### config.mk
export PLATFORM = sky130hd
export DESIGN_NAME = truth_table_sweeper
export DESIGN_NICKNAME = d
export VERILOG_FILES = /design/src/rtl/truth_table_sweeper.sv
export SDC_FILE = /design/constraint.sdc
export NUM_CORES = 1
export LEC_CHECK = 0
export ABC_AREA = 0
export BUFFER_PORTS_ARGS = -buffer_cell sky130_fd_sc_hd__buf_4
export CAP_MARGIN = 30
export CORE_MARGIN = 2
export CORE_UTILIZATION = 53
export CTS_BUF_LIST = sky130_fd_sc_hd__clkbuf_4
export CTS_CLUSTER_SIZE = 30
export DETAILED_ROUTE_END_ITERATION = 10
export GPL_ROUTABILITY_DRIVEN = 0
export GPL_TIMING_DRIVEN = 0
export PLACE_DENSITY = 0.81
export SYNTH_ARGS = -nofsm -noshare
export SYNTH_HDL_FRONTEND = slang
export SYNTH_SLANG_ARGS = --single-unit
### constraint.sdc
create_clock -name clk -period 1.79 [get_ports clk]
set_input_delay 0.179 -clock clk [delete_from_list [all_inputs] [get_ports clk]]
set_output_delay 0.179 -clock clk [all_outputs]
set_load 0.02 [all_outputs]
### src/rtl/truth_table_sweeper.sv
// Exhaustive truth-table sweeper for N_IMPL implementations of Y = AB' + AC.
// Drives all 8 {A,B,C} vectors with a settle cycle before each compare and
// reports a pass flag, a per-vector error count, a sticky per-implementation
// fail mask and the first failing vector.
//
// Ports:
//   clk            in   rising-edge clock
//   reset          in   synchronous active-high reset
//   start          in   sweep request, only honoured in IDLE
//   en_mask        in   N_IMPL, bit i includes implementation i in compares
//   y_in           in   N_IMPL, Y outputs of the implementations
//   abc            out  3, registered {A,B,C} stimulus (0 when not sweeping)
//   busy           out  high in APPLY and CHECK
//   done           out  one-cycle pulse in the DONE state
//   pass           out  last sweep had no enabled mismatch
//   err_count      out  4, vectors with at least one enabled mismatch
//   fail_mask      out  N_IMPL, sticky per-implementation mismatch flags
//   first_fail_abc out  3, vector of the first mismatching compare
module truth_table_sweeper #(
    parameter int         N_IMPL   = 6,
    parameter logic [7:0] EXPECTED = 8'hB0
) (
    input  logic              clk,
    input  logic              reset,
    input  logic              start,
    input  logic [N_IMPL-1:0] en_mask,
    input  logic [N_IMPL-1:0] y_in,
    output logic [2:0]        abc,
    output logic              busy,
    output logic              done,
    output logic              pass,
    output logic [3:0]        err_count,
    output logic [N_IMPL-1:0] fail_mask,
    output logic [2:0]        first_fail_abc
);

    typedef enum logic [1:0] {
        S_IDLE,
        S_APPLY,
        S_CHECK,
        S_DONE
    } state_t;

    state_t            state;
    state_t            state_nx;
    logic [2:0]        idx;
    logic [2:0]        idx_nx;
    logic              ff_seen;
    logic              ff_seen_nx;
    logic [N_IMPL-1:0] mis;
    logic [N_IMPL-1:0] fail_nx;
    logic [3:0]        err_nx;
    logic [2:0]        ff_abc_nx;
    logic              pass_nx;
    logic              busy_nx;
    logic              done_nx;
    logic [2:0]        abc_nx;

    always_comb begin
        state_nx   = state;
        idx_nx     = idx;
        ff_seen_nx = ff_seen;
        fail_nx    = fail_mask;
        err_nx     = err_count;
        ff_abc_nx  = first_fail_abc;
        pass_nx    = pass;
        mis        = '0;

        unique case (state)
            S_IDLE: begin
                if (start) begin
                    state_nx   = S_APPLY;
                    idx_nx     = 3'd0;
                    ff_seen_nx = 1'b0;
                    fail_nx    = '0;
                    err_nx     = 4'd0;
                    ff_abc_nx  = 3'd0;
                    pass_nx    = 1'b0;
                end
            end
            S_APPLY: begin
                state_nx = S_CHECK;
            end
            S_CHECK: begin
                mis     = en_mask & (y_in ^ {N_IMPL{EXPECTED[idx]}});
                fail_nx = fail_mask | mis;
                if (|mis) begin
                    err_nx = err_count + 4'd1;
                    if (!ff_seen) begin
                        ff_abc_nx  = idx;
                        ff_seen_nx = 1'b1;
                    end
                end
                if (idx == 3'd7) begin
                    state_nx = S_DONE;
                    // Result becomes visible in the DONE cycle itself,
                    // so it must include this final compare.
                    pass_nx  = (err_nx == 4'd0);
                end else begin
                    state_nx = S_APPLY;
                    idx_nx   = idx + 3'd1;
                end
            end
            S_DONE: begin
                state_nx = S_IDLE;
                idx_nx   = 3'd0;
            end
            default: begin
                state_nx = S_IDLE;
                idx_nx   = 3'd0;
            end
        endcase
    end

    // Outputs are registered from the next-state view so they line up
    // with the state they describe.
    always_comb begin
        busy_nx = (state_nx == S_APPLY) || (state_nx == S_CHECK);
        done_nx = (state_nx == S_DONE);
        abc_nx  = busy_nx ? idx_nx : 3'd0;
    end

    always_ff @(posedge clk) begin
        if (reset) begin
            state          <= S_IDLE;
            idx            <= 3'd0;
            ff_seen        <= 1'b0;
            abc            <= 3'd0;
            busy           <= 1'b0;
            done           <= 1'b0;
            pass           <= 1'b0;
            err_count      <= 4'd0;
            fail_mask      <= '0;
            first_fail_abc <= 3'd0;
        end else begin
            state          <= state_nx;
            idx            <= idx_nx;
            ff_seen        <= ff_seen_nx;
            abc            <= abc_nx;
            busy           <= busy_nx;
            done           <= done_nx;
            pass           <= pass_nx;
            err_count      <= err_nx;
            fail_mask      <= fail_nx;
            first_fail_abc <= ff_abc_nx;
        end
    end

endmodule
==> Word-level counts from Yosys, hierarchy flattened <==
Memories as Yosys holds them, arrays and structs flattened. A register that Yosys moved wholly into a read port is not among the register bits.
Index checks and enable logic that the tools add are counted.
{ "word_totals": {"regBits": 25, "mem_bits_ro": 8, "inputBits": 15, "out_inout_bits": 19, "mem_count": 1} }
{ "op_classes": {"n_addsub": 2, "order_cmp": 1, "eq_ne": 11, "muxes": 23, "n_bitwise": 4, "reduce_logical": 10} }
{ "mem_list": {"columns": ["name", "words", "width", "rd", "rd_clocked_by_memory_dff", "write_ports", "line", "text"], "rows": [
  ["(name not given)", 8, 1, 1, 1, 0, "85", "mis = en_mask & (y_in ^ {N_IMPL{EXPECTED[idx]}});"]
]} }
{ "op_table": {"columns": ["operator", "n"], "rows": [
  ["$mux 3", 6],
  ["$mux 4", 3],
  ["$pmux 6 s2", 1],
  ["$pmux 3 s3", 1],
  ["$eq 2x2->1 const B", 4],
  ["$ne 2x2->1 const B", 4],
  ["$pmux 2 s4", 1],
  ["$pmux 4 s2", 1],
  ["$and 6x6->6", 1],
  ["$mux 6", 1],
  ["$or 6x6->6", 1],
  ["$pmux 3 s2", 1],
  ["$reduce_and 3->1", 2],
  ["$reduce_or 6->1", 1],
  ["$xor 6x6->6", 1],
  ["$add 4x1->4 const B", 1],
  ["$eq 2x1->1 const B", 2],
  ["$logic_not 4->1", 1],
  ["$lt 3x4->1 const B", 1],
  ["$mux 1", 4],
  ["$mux 2", 2],
  ["$pmux 1 s2", 2],
  ["$reduce_and 4->1", 1],
  ["$add 3x1->3 const B", 1],
  ["other kinds (7)", 7]
]} }

==> Longest topological paths before layout <==
{ "logic_depth": {"ltp_word": 10, "mapped_depth": 7, "ltp_nobuf": 6} }

==> Least setup slack after synthesis <==
No wires, ideal clock.
{ "synth_timing": {"path_type": "register to register", "start": "register err_count[0]", "end": "register pass", "setup_time_ns": 0.092, "t_arrival_ns": 1.373, "required_time_ns": 1.698, "slack_ns": 0.325, "stages_incl_launch_ff": 6, "cell_sequence": "dfxtp_1 -> ha_1 -> a31oi_1 -> nor3b_1 -> mux2i_1 -> o32ai_1"} }
{ "synth_via": {"elab_chain_cells": 6} }
{ "synth_rtl": {"columns": ["element", "line", "text"], "rows": [
  ["start, declared", "32", "output logic [3:0] err_count,"],
  ["start signal, assigned", "143", "err_count <= err_nx;"],
  ["$add 4x1->4", "88", "err_nx = err_count + 4'd1;"],
  ["$mux 4 (*)", "87", "if (|mis) begin"],
  ["$mux 4 (*)", "69", "unique case (state)"],
  ["$logic_not 4->1 (*)", "98", "pass_nx = (err_nx == 4'd0);"],
  ["$mux 1 (*)", "94", "if (idx == 3'd7) begin"],
  ["$pmux 1 s2 (*)", "69", null],
  ["end signal, assigned", "142", "pass <= pass_nx;"],
  ["end, declared", "31", "output logic pass,"]
]} }
Every way passes the cells marked *; elsewhere a longest branch is shown, timed or not. The select of a mux whose other input is x is not followed.
A chain may end at the register's enable or synchronous reset.

==> Worst setup path in the final report <==
{ "layout_timing": {"start": "register idx[0]", "end": "register abc[1]"} }
{ "layout_via": {"elab_chain_cells": 7} }
{ "layout_rtl": {"columns": ["element", "line", "text"], "rows": [
  ["start, declared", "46", "logic [2:0] idx;"],
  ["start signal, assigned", "137", "idx <= idx_nx;"],
  ["$eq 3x3->1 (*)", "94", null],
  ["$mux 2 (*)", "94", null],
  ["$pmux 2 s4 (*)", "69", null],
  ["named net state_nx[1]", "45", "state_t state_nx;"],
  ["$eq 2x1->1 / $eq 2x2->1 (equally long branches)", "118", "busy_nx = (state_nx == S_APPLY) || (state_nx == S_CHECK);"],
  ["$logic_or 1x1->1 (*)", "118", null],
  ["named net busy_nx", "55", "logic busy_nx;"],
  ["$not 1->1 (no source line) (*)", null, null],
  ["$reduce_or 2->1 (no source line) (*)", null, null],
  ["end signal, assigned", "139", "abc <= abc_nx;"],
  ["end, declared", "28", "output logic [2:0] abc,"]
]} }
Mark *: on every way through the listed nets, which the timed path passes. The rest lies on a longest branch.

==> results.txt <==
----------------------------------------------------
[Yosys]
  Top FF cell, synth ... dfxtp_1
  #FFs+latches synth ... 26
  Mean area per synthesized cell ... 8.839 um2
  Share of synthesized flip-flops with an asynchronous set or reset ... 0
  Cell with the most instances after synthesis ... dfxtp_1
  Count of mapped cells out of synthesis ... 139
  Mapped cell area ... 0.001229 mm2
  Count of flip-flops with a built-in enable after synthesis ... 0
  Library cells used by synthesis ... 42
  Area share of the largest cell type after synthesis ... 0.4236
  Post-synthesis net count ... 157
  Cell types occupying the most area after synthesis ... dfxtp_1 42%, nor2_1 5.2%, a32oi_1 5.0%
  Proportion of synthesized chip area in sequential cells ... 0.4236
  List of most frequent post-synthesis cells ... 26 x dfxtp_1, 17 x nor2_1, 12 x nand2_1, 9 x inv_1
  Library cell with the largest summed area after synthesis ... dfxtp_1
  Count of yosys warnings during synthesis ... 0

[Outcome]
  Result of the run ... finished, final reports clean

[Critical path]
  Element type at the critical path end ... flop
  Data arrival time at the worst-slack endpoint ... 1830 ps
  Critical path startpoint category ... flop
  Crit path required time ... 2010 ps
  Critical Setup Path Class ... reg2reg
  Critical Path Fanout Max ... 6

[Drt]
  Total number of vias ... 1139
  First DRT Iteration DRCs ... 43
  Post-DR wirelength/cell ... 13.05 um
  Routed Wire Length ... 2.662 mm
  Vias per Instance ... 5.583
  Residual antenna-violating net count after detailed routing ... 0
  Number of remaining DRC errors ... 0
  Number of iterations in the first detailed-routing pass ... 4

[CTS]
  Hold-fix buffer count after cts ... 0
  Post-CTS clock slew at the launch and capture registers of the worst setup and hold paths ... 130 ps
  Post_cts resized ... 0
  Maximum level of the CTS H-tree ... 1
  Setup repair bufs after CTS ... 0
  Clock sink total ... 26
  Worst-case clock buffer depth ... 2
  Cts bufs inserted ... 3
  CTS root buf ... clkbuf_4
  Clock tree from TritonCTS ... yes
  Clock latency of the later-clocked register in the worst-skew pair ... 320 ps

[Power and ir drop]
  Power Dens Cells ... 732.5 mW/mm2
  Maximum ir drop on the vdd rail ... 611.9 uV
  LEAKAGE ... 0.7369 nW

[Timing]
  Min setup slack post-route ... 186.0 ps
  Actual transition at the worst max-transition pin ... 474.1 ps
  Final-report max-slew violation count ... 0
  Setup violators final ... 0
  Number of hold-slack violations in the final timing report ... 0
  Maximum clock rate ... 0.6234 GHz
  Post-route worst hold slack ... 126.2 ps
  Fin crit share ... 0.8961
  Unrepaired setup endpoints after global routing ... false
  Total negative setup slack ... 0 ps
  Setup skew after layout ... 2.670 ps
  Slew margin rel. ... 0.6839
  Period minus WS final ... 1604 ps

[Final layout]
  NumNets Final ... 195
  Count of inserted antenna diode cells ... 0
  Layout filler cell count ... 183
  Non-Filler Cell Area, Final ... 0.001564 mm2
  Area delta synth->final ... 27.29%
  Fraction of the core area covered by cells at the end of the flow ... 0.7070
  Ratio of cells with drive above 1 in the final layout ... 0.2500

[Run]
  Max-Cap Viols ... 0

[Floorplan]
  Core area ... 0.002212 mm2
  Horizontal extent of the die ... 52.15 um
  Count of boundary I/O pins ... 34
  Starting utilization of the core area ... 0.5554
  Die Footprint ... 0.002720 mm2
  Number of rows created at floorplan ... 17
  Die extent in y ... 52.15 um

[Global route]
  Overflow left after global routing ... 0
  Vias in the first global route ... 1056
  Largest net degree at the start of global routing ... 16
  Number of antenna violations at the first check in global routing ... 0
  Wire length of the first global-routing pass ... 4.347 mm
  Total track usage ... 0.2148

[Placement]
  Standard cell area after detailed placement ... 0.001511 mm2
  # port buffers ... 33
  Detailed placement HPWL ... 2.011 mm
  Worst slack at placement ... 200.0 ps

[Hold path]
  Min-Delay Path Class ... in2reg

----------------------------------------------------
==> critical path, stage by stage, from the launching register on <==
cell and delay [ps]:
dfxtp_1 400, ha_1 200, nand2_1 140, o21ai_0 310, ha_1 300, nand2b_1 120
nor2_1 50
==> per-layer routing <==
| metal | wire length (um) | vias up | GRT usage |
|---|---|---|---|
| li1 | - | 571 | - |
| met1 | 1216 | 528 | 0.2595 |
| met2 | 1259 | 35 | 0.3840 |
| met3 | 145 | 5 | 0.02874 |
| met4 | 40 | 0 | 0.08120 |
| met5 | 0 | - | 0 |
==> area by class of cell <==
cell class / instances / area, um2 / share of cell area
plain buffers: 6 / 35.03 / 0.02240
clock buffers: 3 / 22.52 / 0.01440
clock inverters: 1 / 30.03 / 0.01920
inverters: 9 / 33.78 / 0.02160
multi-input cells: 98 / 639.4 / 0.4088
flip-flops and latches: 26 / 520.5 / 0.3328
well taps: 28 / 35.03 / 0.02240
repair buffers: 33 / 247.7 / 0.1584
==> placed cells by master, fill, tap and decap left out, types with 2 or more instances in the layout <==
cell type / n
nor3_1: 3
nand2b_1: 7
a22o_1: 3
clkbuf_1: 2
nand2_1: 12
nor2_1: 17
buf_4: 34
a31oi_1: 2
nor3b_1: 2
a32oi_1: 7
clkbuf_4: 3
ha_1: 3
o21ai_0: 2
dfxtp_1: 26
nand3_1: 4
inv_1: 9
a21oi_1: 5
o22ai_1: 3
xor2_1: 6
nor2b_1: 2
==> through the flow <==
step | cells | power (mW)
4_1_cts | 204 | 1.154
3_3_place_gp | 200 | 0.7573
6_report | 204 | 1.146
2_1_floorplan | 139 | 0.6993
5_1_grt | 204 | 1.193
3_5_place_dp | 200 | 0.7616
==> logic make-up after synthesis <==
group                    after synthesis  share of synthesized area
AO/OA/AOI/OAI                         34                     0.2118
buffers and inverters                 15                    0.05600
multiplexers                           1                   0.008147
adder cells (fa/ha/maj)                3                    0.03055
XOR/XNOR                               7                    0.04990
AND/OR/NAND/NOR                       53                     0.2200
flip-flops                            26                     0.4236
==> sequential cells by signal, summed over array words and instances, names as in the netlist, named ones only <==
register        count
fail_mask           6
abc                 3
idx                 3
busy                1
err_count           4
pass                1
state               2
first_fail_abc      3
ff_seen             1
done                1
==> power by group <==
group | internal, mW | total, mW | switching (mW)
clock | 0.227 | 0.395 | 0.169
sequential | 0.590 | 0.600 | 0.00984
combinational | 0.0690 | 0.151 | 0.0816
total | 0.885 | 1.15 | 0.260
==> final timing paths <==
kind / startpoint / to / slack (ps) / cells past startpoint
worst max-delay path: idx[0] / abc[1] / 190 / 6
worst min-delay path: en_mask[0] / fail_mask[0] / 130 / 3
worst max register to register: idx[0] / abc[1] / 190 / 6
worst min register to register: first_fail_abc[1] / first_fail_abc[1] / 510 / 1
Note: power is estimated with default switching activity, not from simulation.
